**config.mk**
```make
export PLATFORM = sky130hd
export DESIGN_NAME = rr_resp_router
export DESIGN_NICKNAME = d
export VERILOG_FILES = /design/src/rtl/rr_resp_router.sv
export SDC_FILE = /design/constraint.sdc
export NUM_CORES = 1
export LEC_CHECK = 0
export ABC_CLOCK_PERIOD_IN_PS = 2080
export BUFFER_PORTS_ARGS = -buffer_cell sky130_fd_sc_hd__buf_2
export CORE_MARGIN = 2
export CORE_UTILIZATION = 44
export DETAILED_ROUTE_END_ITERATION = 8
export HOLD_SLACK_MARGIN = 0.06
export PLACE_DENSITY = 0.73
export RECOVER_POWER = 100
export SLEW_MARGIN = 15
export SYNTH_ARGS = -nofsm -noshare
export SYNTH_HDL_FRONTEND = slang
export SYNTH_SLANG_ARGS = --single-unit
```
**constraint.sdc**
```tcl
create_clock -name clk -period 2.08 [get_ports clk]
set_clock_uncertainty 0.1 [all_clocks]
set_input_delay 0.208 -clock clk [delete_from_list [all_inputs] [get_ports clk]]
set_output_delay 0.208 -clock clk [all_outputs]
set_load 0.02 [all_outputs]
```
**src/rtl/rr_resp_router.sv**
```systemverilog
// ============================================================================
// Module   : rr_resp_router
// Purpose  : Response return path for a round-robin arbitrated shared
//            resource. Records the one-hot grant of every issued request in
//            an in-order tracker. Steers each in-order response back to its
//            issuer with one cycle of registered latency.
// Ports    : clk, rst_n         - clock, asynchronous active-low reset
//            grant_oh_i         - one-hot grant of the request issued this cycle
//            issue_en           - a request is issued this cycle
//            issue_ready        - tracker not full (from registered count)
//            resp_valid         - response present this cycle
//            resp_data          - response payload
//            resp_valid_oh_o    - registered one-hot strobe to owning requester
//            resp_data_o        - registered payload, broadcast to requesters
//            outstanding_cnt    - entries currently held in the tracker
//            overflow_err       - sticky: issue dropped while full
//            underflow_err      - sticky: response arrived while empty
// Revision : 1.0 - initial release
// ============================================================================
`default_nettype none

module rr_resp_router #(
  parameter int NUM_REQUESTERS  = 4,
  parameter int MAX_OUTSTANDING = 4,
  parameter int DATA_WIDTH      = 32
) (
  input  logic                                 clk,
  input  logic                                 rst_n,
  input  logic [NUM_REQUESTERS-1:0]            grant_oh_i,
  input  logic                                 issue_en,
  output logic                                 issue_ready,
  input  logic                                 resp_valid,
  input  logic [DATA_WIDTH-1:0]                resp_data,
  output logic [NUM_REQUESTERS-1:0]            resp_valid_oh_o,
  output logic [DATA_WIDTH-1:0]                resp_data_o,
  output logic [$clog2(MAX_OUTSTANDING+1)-1:0] outstanding_cnt,
  output logic                                 overflow_err,
  output logic                                 underflow_err
);

  localparam int PW = $clog2(MAX_OUTSTANDING);
  localparam int CW = $clog2(MAX_OUTSTANDING + 1);

  localparam logic [PW-1:0] PTR_ONE  = PW'(1);
  localparam logic [CW-1:0] CNT_ONE  = CW'(1);
  localparam logic [CW-1:0] CNT_FULL = CW'(MAX_OUTSTANDING);

  // Tracker storage: deliberately not reset, validity is carried by count_q.
  logic [NUM_REQUESTERS-1:0] mem_q [MAX_OUTSTANDING];

  logic [PW-1:0]             wr_ptr_q, wr_ptr_d;
  logic [PW-1:0]             rd_ptr_q, rd_ptr_d;
  logic [CW-1:0]             count_q,  count_d;
  logic [NUM_REQUESTERS-1:0] strobe_q, strobe_d;
  logic [DATA_WIDTH-1:0]     data_q,   data_d;
  logic                      ovf_q,    ovf_d;
  logic                      unf_q,    unf_d;

  logic has_grant;
  logic empty;
  logic full;
  logic push;
  logic pop;

  assign has_grant = |grant_oh_i;
  assign empty     = (count_q == '0);
  assign full      = (count_q == CNT_FULL);
  assign pop       = resp_valid && !empty;
  // A pop frees a slot in the same cycle, so a full tracker can still accept.
  assign push      = issue_en && has_grant && (!full || pop);

  always_comb begin
    wr_ptr_d = wr_ptr_q;
    rd_ptr_d = rd_ptr_q;
    count_d  = count_q;
    strobe_d = '0;
    data_d   = data_q;
    ovf_d    = ovf_q;
    unf_d    = unf_q;

    // Pointers wrap naturally because the depth is a power of two.
    if (push) begin
      wr_ptr_d = wr_ptr_q + PTR_ONE;
    end

    if (pop) begin
      rd_ptr_d = rd_ptr_q + PTR_ONE;
      strobe_d = mem_q[rd_ptr_q];
      data_d   = resp_data;
    end

    case ({push, pop})
      2'b10:   count_d = count_q + CNT_ONE;
      2'b01:   count_d = count_q - CNT_ONE;
      default: count_d = count_q;
    endcase

    if (issue_en && has_grant && !push) begin
      ovf_d = 1'b1;
    end

    // An entry pushed in this same cycle is not bypassed to the response.
    if (resp_valid && empty) begin
      unf_d = 1'b1;
    end
  end

  always_ff @(posedge clk or negedge rst_n) begin
    if (!rst_n) begin
      wr_ptr_q <= '0;
      rd_ptr_q <= '0;
      count_q  <= '0;
      strobe_q <= '0;
      data_q   <= '0;
      ovf_q    <= 1'b0;
      unf_q    <= 1'b0;
    end else begin
      wr_ptr_q <= wr_ptr_d;
      rd_ptr_q <= rd_ptr_d;
      count_q  <= count_d;
      strobe_q <= strobe_d;
      data_q   <= data_d;
      ovf_q    <= ovf_d;
      unf_q    <= unf_d;
    end
  end

  always_ff @(posedge clk) begin
    if (push) begin
      mem_q[wr_ptr_q] <= grant_oh_i;
    end
  end

  assign issue_ready     = !full;
  assign resp_valid_oh_o = strobe_q;
  assign resp_data_o     = data_q;
  assign outstanding_cnt = count_q;
  assign overflow_err    = ovf_q;
  assign underflow_err   = unf_q;

endmodule

`default_nettype wire

```
-- After elaboration in Yosys (flattened, before gate mapping)
Memories as Yosys holds them, arrays and structs flattened.
Cells that the tools add are included.
- register bits: 45
- bits in writable memories: 16
- memories kept: 1
- memories (name ; depth ; width ; read ports ; clocked after Yosys merged registers in ; write ports ; line ; text):
    mem_q ; 4 ; 4 ; 1 ; 0 ; 1 ; 49 ; logic [NUM_REQUESTERS-1:0] mem_q [MAX_OUTSTANDING];
- $add $sub $neg: 4
- equality and inequality tests: 3
- muxes and demuxes: 4
- reduce and logical (&&, ||, !) cells: 12
- operators by type and width (kind ; number):
    $pmux W3 S2 ; 1
    $logic_and A1 B1 Y1 ; 5
    $add A2 B1 Y2 const B ; 2
    $mux W4 ; 1
    $reduce_or A4 Y1 ; 1
    $add A3 B1 Y3 const B ; 1
    $eq A3 B3 Y1 const B ; 1
    $logic_not A1 Y1 ; 3
    $logic_not A3 Y1 ; 1
    $sub A3 B1 Y3 const B ; 1
    $eq A2 B1 Y1 const B ; 1
    $eq A2 B2 Y1 const B ; 1
    $mux W1 ; 2
    $reduce_bool A2 Y1 ; 1
    $logic_or A1 B1 Y1 ; 1

-- Logic depth before layout (Yosys ltp)
Gate-level depths: netlist (run 1).
- depth in word-level cells: 7
- depth in mapped cells: 9

-- Least setup slack after synthesis (run 1)
Ideal clock, no wire load.
- kind: register to register
- from: register count_q[0], in the netlist outstanding_cnt[0]
- to: register count_q[2], in the netlist outstanding_cnt[2]
- arrival time: 2.232 ns
- data required time: 1.900 ns
- setup slack: -0.332 ns
- cell stages (with the launch flop): 10
- path buffers: 0
- cell sequence: dfrtp_1 > or4b_1 > and2b_4 > inv_1 > ha_1 > inv_1 > fa_1 > xor2_1 > nor2_1 > xor2_1
- word-level cells in the longest chain between the ends: 7
- elaborated cells on any way between the ends: 13
- those cells by class: 2 x add/sub; 3 x eq/ne; 1 x mux; 7 x reduce/logical
- RTL lines (element ; line ; text):
    start, declared ; 53 ; logic [CW-1:0] count_q, count_d;
    start signal, assigned ; 120 ; count_q <= count_d;
    $logic_not A3 Y1 ; 66 ; assign empty = (count_q == '0);
    $logic_not A1 Y1 ; 68 ; assign pop = resp_valid && !empty;
    $logic_and A1 B1 Y1 ; 68 ;
    $logic_or A1 B1 Y1 ; 70 ; assign push = issue_en && has_grant && (!full || pop);
    $logic_and A1 B1 Y1 ; 70 ;
    $eq A2 B1 Y1 or $eq A2 B2 Y1 (tied branches) ; 92 ; case ({push, pop})
    $pmux W3 S2 or $reduce_bool A2 Y1 (tied branches) ; -- ;
Several ways; a longest one is shown, not always the timed one.
A chain may end at the register's enable or synchronous reset.

-- Worst setup path after layout (run 1)
Same ends and word-level chain as after synthesis.

==> key figures, run 1 <==
Global routing
  • Pin count of the biggest net entering global routing: 46
  • Wire length of the first global-routing pass: slightly above 8000 um
  • Number of antenna violations at the first check in global routing: 0
  • Via count of the first global-routing pass: 1,775
  • Residual overflow from global routing: 0
  • Combined global-route utilization of all metal layers: 18.2%

Floorplan
  • Number of core rows: 26
  • Horizontal extent of the die: 77.8 um
  • Die Footprint: a little over 6000 sq um
  • Starting utilization of the core area: 46.3%
  • Floorplan die height: about 80 um
  • Top-level port count: 82
  • Core region area: 5170 sq um

Outcome
  • Outcome: finished with violations
  • Failing checks: negative setup slack

Cells and area
  • Final #Nets: 320
  • Ant. Diodes: 0
  • Filler cell count: approximately 400
  • Design area: 3420 sq um
  • Ratio of cells with drive above 1 in the final layout: between 40% and 50%
  • Layout-stage area growth over the synthesis result: 42.6%

Routing
  • Routed wire per std cell: 14.8 um
  • Total vias in the final route: 1,612
  • Total wirelength of the detailed-routed design: approximately 5200 um
  • Via count normalized by instance count: 4.62
  • Routed Antenna Nets: 0
  • DRC Markers: 0
  • Iteration-0 DRC count of the detailed router: 68
  • First-pass iteration count of the detailed router: 4

Critical path
  • Crit path kind: reg -> reg
  • Critical path data arrival time: between 2 and 2.5 ns
  • Largest delay contributor family on the critical path: simple AND/OR/NAND/NOR gates
  • Worst R2R Setup Slack: -0.15 ns
  • Startpoint types: register
  • Max Fanout on Critical Path: 2
  • CP Data Required Time: 2.24 ns
  • Origin of the critical flop-to-flop path: outstanding_cnt[0]$_DFFE_PN0P_
  • Standard cell with the maximum stage delay on the critical path: or4b_4
  • Cells along the critical path: or4b_4, and2b_4, inv_2, ha_4, inv_2, fa_2, xor2_1, nor2_1, xor2_1
  • Worst reg2reg path endpoint: outstanding_cnt[2]$_DFFE_PN0P_
  • Reg2Reg Depth: 9
  • Delay contributed by the slowest stage of the critical path: 0.52 ns
  • Number of stages on the worst setup path: 9
  • Launching element of the worst setup path: outstanding_cnt[0]$_DFFE_PN0P_
  • CP Buf/Inv Count: 2
  • Capture point of the worst path: outstanding_cnt[2]$_DFFE_PN0P_
  • Kind of end point of the critical path: register

Logic synthesis
  • Simple-gate portion of the synthesized area: 3.86%
  • Number of enable-type register cells in the synthesized netlist: 16
  • Number of warnings reported in the yosys synthesis log: 0
  • Cell count after synthesis: 140
  • Share of synthesized area occupied by flip-flops and latches: 67.0%
  • Multiplexer share of the synthesized area: 19.8%
  • Share of the synthesized area in the top cell type: a little under half
  • Post-synthesis compound-gate area fraction: between 1 and 1.5%
  • Dominant cell type by area after synthesis: dfrtp_1
  • Main combinational cell family by area after synthesis: multiplexers
  • Most used standard cells in the synthesized netlist: 45 x dfrtp_1, 32 x mux2_2, 16 x edfxtp_1
  • Mean area per synthesized cell: about 17 sq um
  • Post-Synthesis Net Count: roughly 190
  • Post-Synth XOR/XNOR Area: 2.19%
  • Synth Area in Adders: roughly 3.4%
  • Register bit total from synthesis: 61
  • Count of different cell masters after synthesis: 26
  • Library cell with the highest instance count after synthesis: dfrtp_1
  • Post-synthesis instance area: around 2400 sq um
  • Most frequently used flop master after synthesis: dfrtp_1
  • Leading post-synthesis cells by cell area: dfrtp_1 47%, edfxtp_1 20%, mux2_2 15%, mux4_2 3.8%, ha_1 2.6%
  • Synth async-reset ratio: 73.8%

Placed design
  • Half-perimeter wire length of the detailed placement result: around 3200 um
  • Area after DPL: between 2000 and 3000 sq um
  • Routability cong.: 0.690
  • Number of I/O port buffers: around 80
  • Post-placement worst setup slack: -0.205 ns

Pwr
  • Clock share of power: 21.3%
  • Net switching power of the design: 1.51 mW
  • Internal power: roughly 2.8 mW
  • Relative contribution of sequential cells to total power: 42.4%
  • Gate power share: 36.4%
  • Static leakage power: 1.46 nW
  • Total power density per cell area: 1260 nW/um^2
  • Max IR drop VDD: 0.000900 V
  • Overall power consumption: 4.32 mW
  • Switching Fraction: 34.9%

Timing
  • Final number of hold-violating endpoints: 0
  • Share of the clock period used by the worst path after layout: 107%
  • Headroom to the max-slew limit: 27.6%
  • Worst path setup slack after routing: -0.150 ns
  • Setup violators final: 2
  • Fmax: 448 MHz
  • Hold Worst Slack: roughly 0.079 ns
  • Max-slew violation count: 0
  • Setup repair after global routing missed its margin: true
  • Transition at the pin with the smallest max-transition slack: ~1.1 ns
  • Final worst path period need: 2.23 ns

Clock tree
  • CTS tree: built
  • Bufs on Longest Clock Path: 2
  • H-Tree Depth: 3
  • Clock slew seen by the registers of the worst setup and hold paths: 0.07 ns
  • CTS Buf Count: 9
  • CTS Root Cell: clkbuf_8
  • Count of clock tree sinks: 61
  • Clock insertion delay at the later pin of the skew report: approximately 0.33 ns

Worst hold path
  • Min-Delay Path Class: in -> reg

Run
  • Total of max-cap violations: 0
[cells by family after synthesis]
family,count (synthesis)
compound gates,4
xor+xnor,6
fa+ha+maj,6
buf+inv,11
flops,61
mux,38
simple gates,14
[metal layers]
layer / wire (um) / track usage (%)
met2: 2820 / 33.4
met1: 1960 / 19.0
met4: 137 / 10.0
met5: 0 / 0
met3: 256 / 3.95
[power by group through the flow]
stage	logic (mW)	clock network (mW)	registers [mW]
after detailed placement	1.60	0	1.84
final	1.57	0.920	1.83
after global routing	1.70	0.998	1.88
after floorplan	0.714	0	2.18
after CTS	1.66	0.945	1.82
after global placement	1.57	0	1.82
[cell usage in the layout (no fill, tap or decap)]
cell,netlist,routed
and2_1,4,4
ha_4,0,1
o21bai_1,1,1
or4b_4,0,1
clkbuf_8,0,11
buf_4,0,8
and2_2,4,4
mux2i_1,1,1
buf_2,3,41
nor3_1,1,1
clkbuf_1,1,48
edfxtp_1,16,16
a21o_1,1,1
clkinv_2,0,2
mux4_2,4,4
dfrtp_1,45,43
clkbuf_2,0,1
mux2_4,1,1
nand3_1,1,1
dlygate4sd3_1,0,33
nor2_1,1,1
nand2_1,1,1
dfrtp_2,0,2
xor2_1,3,3
mux2_2,32,32
o31a_2,1,1
ha_1,5,4
inv_2,0,2
and2b_4,1,1
fa_2,0,1
inv_1,6,4
xnor2_1,3,3
o41ai_1,1,1
[registers in the layout, indices dropped and copies added (netlist names)]
register	count
mem_q	16
outstanding_cnt	3
overflow_err	1
rd_ptr_q	2
resp_data_o	32
resp_valid_oh_o	4
underflow_err	1
wr_ptr_q	2
[worst min path at each step]
stage / from / endpoint / cells after the start
2_1_floorplan: rst_n / outstanding_cnt[0]$_DFFE_PN0P_ / 0
3_3_place_gp: rst_n / resp_data_o[2]$_DFFE_PN0P_ / 2
3_5_place_dp: rst_n / resp_data_o[2]$_DFFE_PN0P_ / 2
4_1_cts: resp_valid / overflow_err$_DFFE_PN0P_ / 3
5_1_grt: resp_valid / overflow_err$_DFFE_PN0P_ / 3
6_report: resp_valid / overflow_err$_DFFE_PN0P_ / 3
[per-stage QoR]
step / cells / setup TNS, ns / utilization (%)
6_report: 349 / -0.185 / 66.1
3_5_place_dp: 299 / -0.275 / 57.7
2_1_floorplan: 140 / -0.354 / -
3_3_place_gp: 299 / -0.172 / 57.7
5_1_grt: 349 / -0.354 / 66.1
4_1_cts: 348 / -0.199 / 67.5
[area by class of cell]
| cell class | instances | area [sq um] | area share (%) |
|---|---|---|---|
| clock buffers | 14 | 163 | 4.76 |
| inverters | 6 | 22.5 | 0.659 |
| clock inverters | 2 | 10.0 | 0.293 |
| repair buffers | 128 | 769 | 22.5 |
| well taps | 70 | 87.6 | 2.56 |
| multi-input cells | 68 | 756 | 22.1 |
| flip-flops and latches | 61 | 1610 | 47.1 |
[worst min-delay path, stage by stage]
cell      delay [ns]
buf_2           0.09
or4b_4          0.12
o21bai_1        0.05
[timing repair]
action	in CTS	in global routing
hold buffers	33	0
pin swaps	2	0
setup endpoints to repair	2	2
resized for setup	1	0
endpoints found under the hold margin	77	0
buffers inserted	0	1
cloned	0	0
Note: power is estimated with default switching activity, not from simulation.
==> run 2, diff against run 1 <==
--- a/config.mk
+++ b/config.mk
@@ -10,10 +10,11 @@
 export CORE_MARGIN = 2
 export CORE_UTILIZATION = 44
 export DETAILED_ROUTE_END_ITERATION = 8
+export GPL_TIMING_DRIVEN = 0
 export HOLD_SLACK_MARGIN = 0.06
 export PLACE_DENSITY = 0.73
 export RECOVER_POWER = 100
-export SLEW_MARGIN = 15
+export SLEW_MARGIN = 20
 export SYNTH_ARGS = -nofsm -noshare
 export SYNTH_HDL_FRONTEND = slang
 export SYNTH_SLANG_ARGS = --single-unit
==> run 2 against run 1 <==
The run still ends with negative setup slack left; die area unchanged; fmax is 1.7% lower; total power grew 7.6%; critical path type unchanged.
==> key figures, run 2 (synthesized netlist as in run 1, its figures left out) <==
Cells and area
  • Ratio of cells with drive above 1 in the final layout: 38.4% (-2.2 points)
  • Util after Layout: 68.0% (+1.9 points)
  • Number of standard cells in the layout, taps in and fillers out: 349 (unchanged)
  • Design area: 3520 sq um (+2.9%)
  • Layout-stage area growth over the synthesis result: 46.8%
  • Most frequent cells in the layout: 47 x clkbuf_1, 43 x dfrtp_1, 38 x dlygate4sd3_1, 36 x buf_2, 30 x mux2_2
  • Final #Nets: 320 (unchanged)
  • Flip-flop count of the largest register, all copies and words added: 32 (unchanged)
  • Most common library cell in the layout ignoring fill and taps: clkbuf_1
  • Filler cell count: 379 (-4.5%)
  • Ant. Diodes: 0 (unchanged)

Timing
  • Hold Worst Slack: 0.0945 ns (+0.0159 ns)
  • Setup violators final: 2 (unchanged)
  • Headroom to the max-slew limit: 26.7% (-0.94 points)
  • Max-slew violation count: 0 (unchanged)
  • Fmax: 441 MHz (-1.7%)
  • Worst path setup slack after routing: -0.187 ns (-0.0377 ns)
  • Setup repair after global routing missed its margin: true
  • Share of the clock period used by the worst path after layout: 109% (+1.8 points)
  • Final worst path period need: 2.27 ns (+0.0377 ns)
  • Transition at the pin with the smallest max-transition slack: 1.10 ns (+0.0141 ns)
  • Final number of hold-violating endpoints: 0 (unchanged)
  • Post-Route Setup TNS: -0.257 ns (-0.0719 ns)

Pwr
  • Clock share of power: 26.6% (+5.3 points)
  • Overall power consumption: 4.65 mW (+7.6%)
  • Relative contribution of sequential cells to total power: 39.2% (-3.2 points)
  • Net switching power of the design: 1.53 mW (+1.2%)
  • Total power density per cell area: 1320 nW/um^2 (+4.5%)
  • Static leakage power: 1.50 nW (+2.5%)
  • Internal power: 3.12 mW (+11%)
  • Max IR drop VDD: 0.000732 V (-19%)
  • Gate power share: 34.2% (-2.2 points)
  • Switching Fraction: 32.9% (-2.1 points)

Routing
  • First-pass iteration count of the detailed router: 4 (unchanged)
  • Total vias in the final route: 1,611 (-0.062%)
  • Routed wire per std cell: 14.8 um (-0.21%)
  • Via count normalized by instance count: 4.62 (about the same)
  • Iteration-0 DRC count of the detailed router: 39 (-43%)
  • Routed Antenna Nets: 0 (unchanged)
  • DRC Markers: 0 (unchanged)
  • Total wirelength of the detailed-routed design: 5170 um (-0.21%)

Clock tree
  • Clock insertion delay at the later pin of the skew report: 0.33 ns (about the same)
  • CTS Buf Count: 9 (unchanged)
  • Clock slew seen by the registers of the worst setup and hold paths: 0.07 ns (about the same)
  • CTS Root Cell: clkbuf_8
  • Count of clock tree sinks: 61 (unchanged)
  • Bufs on Longest Clock Path: 2 (unchanged)
  • CTS tree: built
  • H-Tree Depth: 3 (unchanged)

Critical path
  • Standard cell with the maximum stage delay on the critical path: or4b_4
  • Kind of end point of the critical path: register
  • Startpoint types: register
  • Cells along the critical path: or4b_4, and2b_4, inv_2, ha_4, inv_2, fa_2, xor2_1, nor2_1, xor2_1
  • Delay contributed by the slowest stage of the critical path: 0.54 ns (+0.02 ns)
  • CP Data Required Time: 2.24 ns (about the same)
  • Max Fanout on Critical Path: 2 (unchanged)
  • Crit path kind: reg -> reg
  • Critical path data arrival time: 2.43 ns (+0.04 ns)

Global routing
  • Number of antenna violations at the first check in global routing: 0 (unchanged)
  • Wire length of the first global-routing pass: 8040 um (-2.5%)
  • Residual overflow from global routing: 0 (unchanged)
  • Pin count of the biggest net entering global routing: 46 (unchanged)
  • Routing usage on met2: 32.7% (-0.78 points)
  • Via count of the first global-routing pass: 1,667 (-6.1%)
  • Combined global-route utilization of all metal layers: 18.0% (-0.21 points)
  • Global routing met1 resource utilization: 18.7% (-0.35 points)
  • Grt met3 use: 5.00% (+1.0 points)
  • Global routing's busiest layer: met2

Outcome
  • Failing checks: negative setup slack
  • Outcome: finished with violations

Floorplan
  • Starting utilization of the core area: 46.3% (unchanged)
  • Core region area: 5170 sq um (unchanged)
  • Horizontal extent of the die: 77.8 um (unchanged)
  • Number of core rows: 26 (unchanged)
  • Die Footprint: 6050 sq um (unchanged)
  • Floorplan die height: 77.8 um (unchanged)
  • Top-level port count: 82 (unchanged)

Placed design
  • Placed cells: 291 (-2.7%)
  • Area after DPL: 2910 sq um (-2.7%)
  • Half-perimeter wire length of the detailed placement result: 3090 um (-3.2%)
  • Post-placement worst setup slack: -0.330 ns (-0.125 ns)
  • Routability cong.: 0.715 (+3.6%)
  • Number of I/O port buffers: 81 (unchanged)

Worst hold path
  • Min-Delay Path Class: in -> reg

Run
  • Total of max-cap violations: 0 (unchanged)
run 2: cell count changes in the layout (fill, tap and decap cells not counted):
| cell | previous run | this run |
|---|---|---|
| buf_2 | 41 | 36 |
| dlygate4sd3_1 | 33 | 38 |
| and2_0 | 0 | 4 |
| and2_1 | 4 | 0 |
| buf_4 | 8 | 5 |
| bufinv_16 | 0 | 2 |
| clkbuf_8 | 11 | 13 |
| mux2_1 | 0 | 2 |
| mux2_2 | 32 | 30 |
| buf_6 | 0 | 1 |
| clkbuf_1 | 48 | 47 |
| clkinv_2 | 2 | 1 |
| o31a_2 | 1 | 0 |
| o31a_4 | 0 | 1 |
run 2: power by group through the flow:
stage	combinational, mW	sequential, mW	clock [mW]
after floorplan	0.714	2.18	0
after global placement	1.52	1.82	0
after detailed placement	1.55	1.84	0
after CTS	1.67	1.81	1.27
after global routing	1.72	1.87	1.32
final	1.59	1.82	1.24
run 2: worst max-delay path, delay by kind of cell, from the launching register on:
kind          cells  cell delay, ns
simple gates      3            0.83
xor+xnor          2            0.30
buf+inv           2            0.10
flops             1            0.41
fa+ha+maj         2            0.46
run 2: timing repair:
item / in CTS / in global routing
resized for setup: 2 / 0
endpoints found under the hold margin: 94 / 0
setup buffers: 4 / 1
pin swaps: 4 / 0
setup endpoints to repair: 2 / 2
hold buffers: 38 / 0
run 2: per-layer routing:
layer  part of all wire (%)  vias to the layer above
li1                       -                      764
met1                     38                      778
met2                     55                       56
met3                    4.7                       13
met4                    2.6                        0
met5                      0                        -
run 2: layout make-up:
class / count / area [sq um] / area share, %
Sequential cell: 61 / 1610 / 45.7
Timing Repair Buffer: 124 / 768 / 21.8
Multi-Input combinational cell: 68 / 763 / 21.7
Clock buffer: 13 / 179 / 5.09
Tap cell: 70 / 87.6 / 2.49
Clock inverter: 3 / 65.1 / 1.85
Buffer: 4 / 22.5 / 0.640
Inverter: 6 / 22.5 / 0.640
run 2: path summary, 6_finish.rpt:
| kind | end | slack, ns | depth (start not counted) | start |
|---|---|---|---|---|
| min reg2reg | underflow_err$_DFFE_PN0P_ | 0.37 | 1 | underflow_err$_DFFE_PN0P_ |
| max reg2reg | outstanding_cnt[2]$_DFFE_PN0P_ | -0.19 | 9 | outstanding_cnt[0]$_DFFE_PN0P_ |
| max | outstanding_cnt[2]$_DFFE_PN0P_ | -0.19 | 9 | outstanding_cnt[0]$_DFFE_PN0P_ |
| min in group asynchronous | wr_ptr_q[0]$_DFFE_PN0P_ | 0.51 | 2 | rst_n |
| max in group asynchronous | outstanding_cnt[1]$_DFFE_PN0P_ | 0.60 | 2 | rst_n |
| min | overflow_err$_DFFE_PN0P_ | 0.09 | 3 | issue_en |
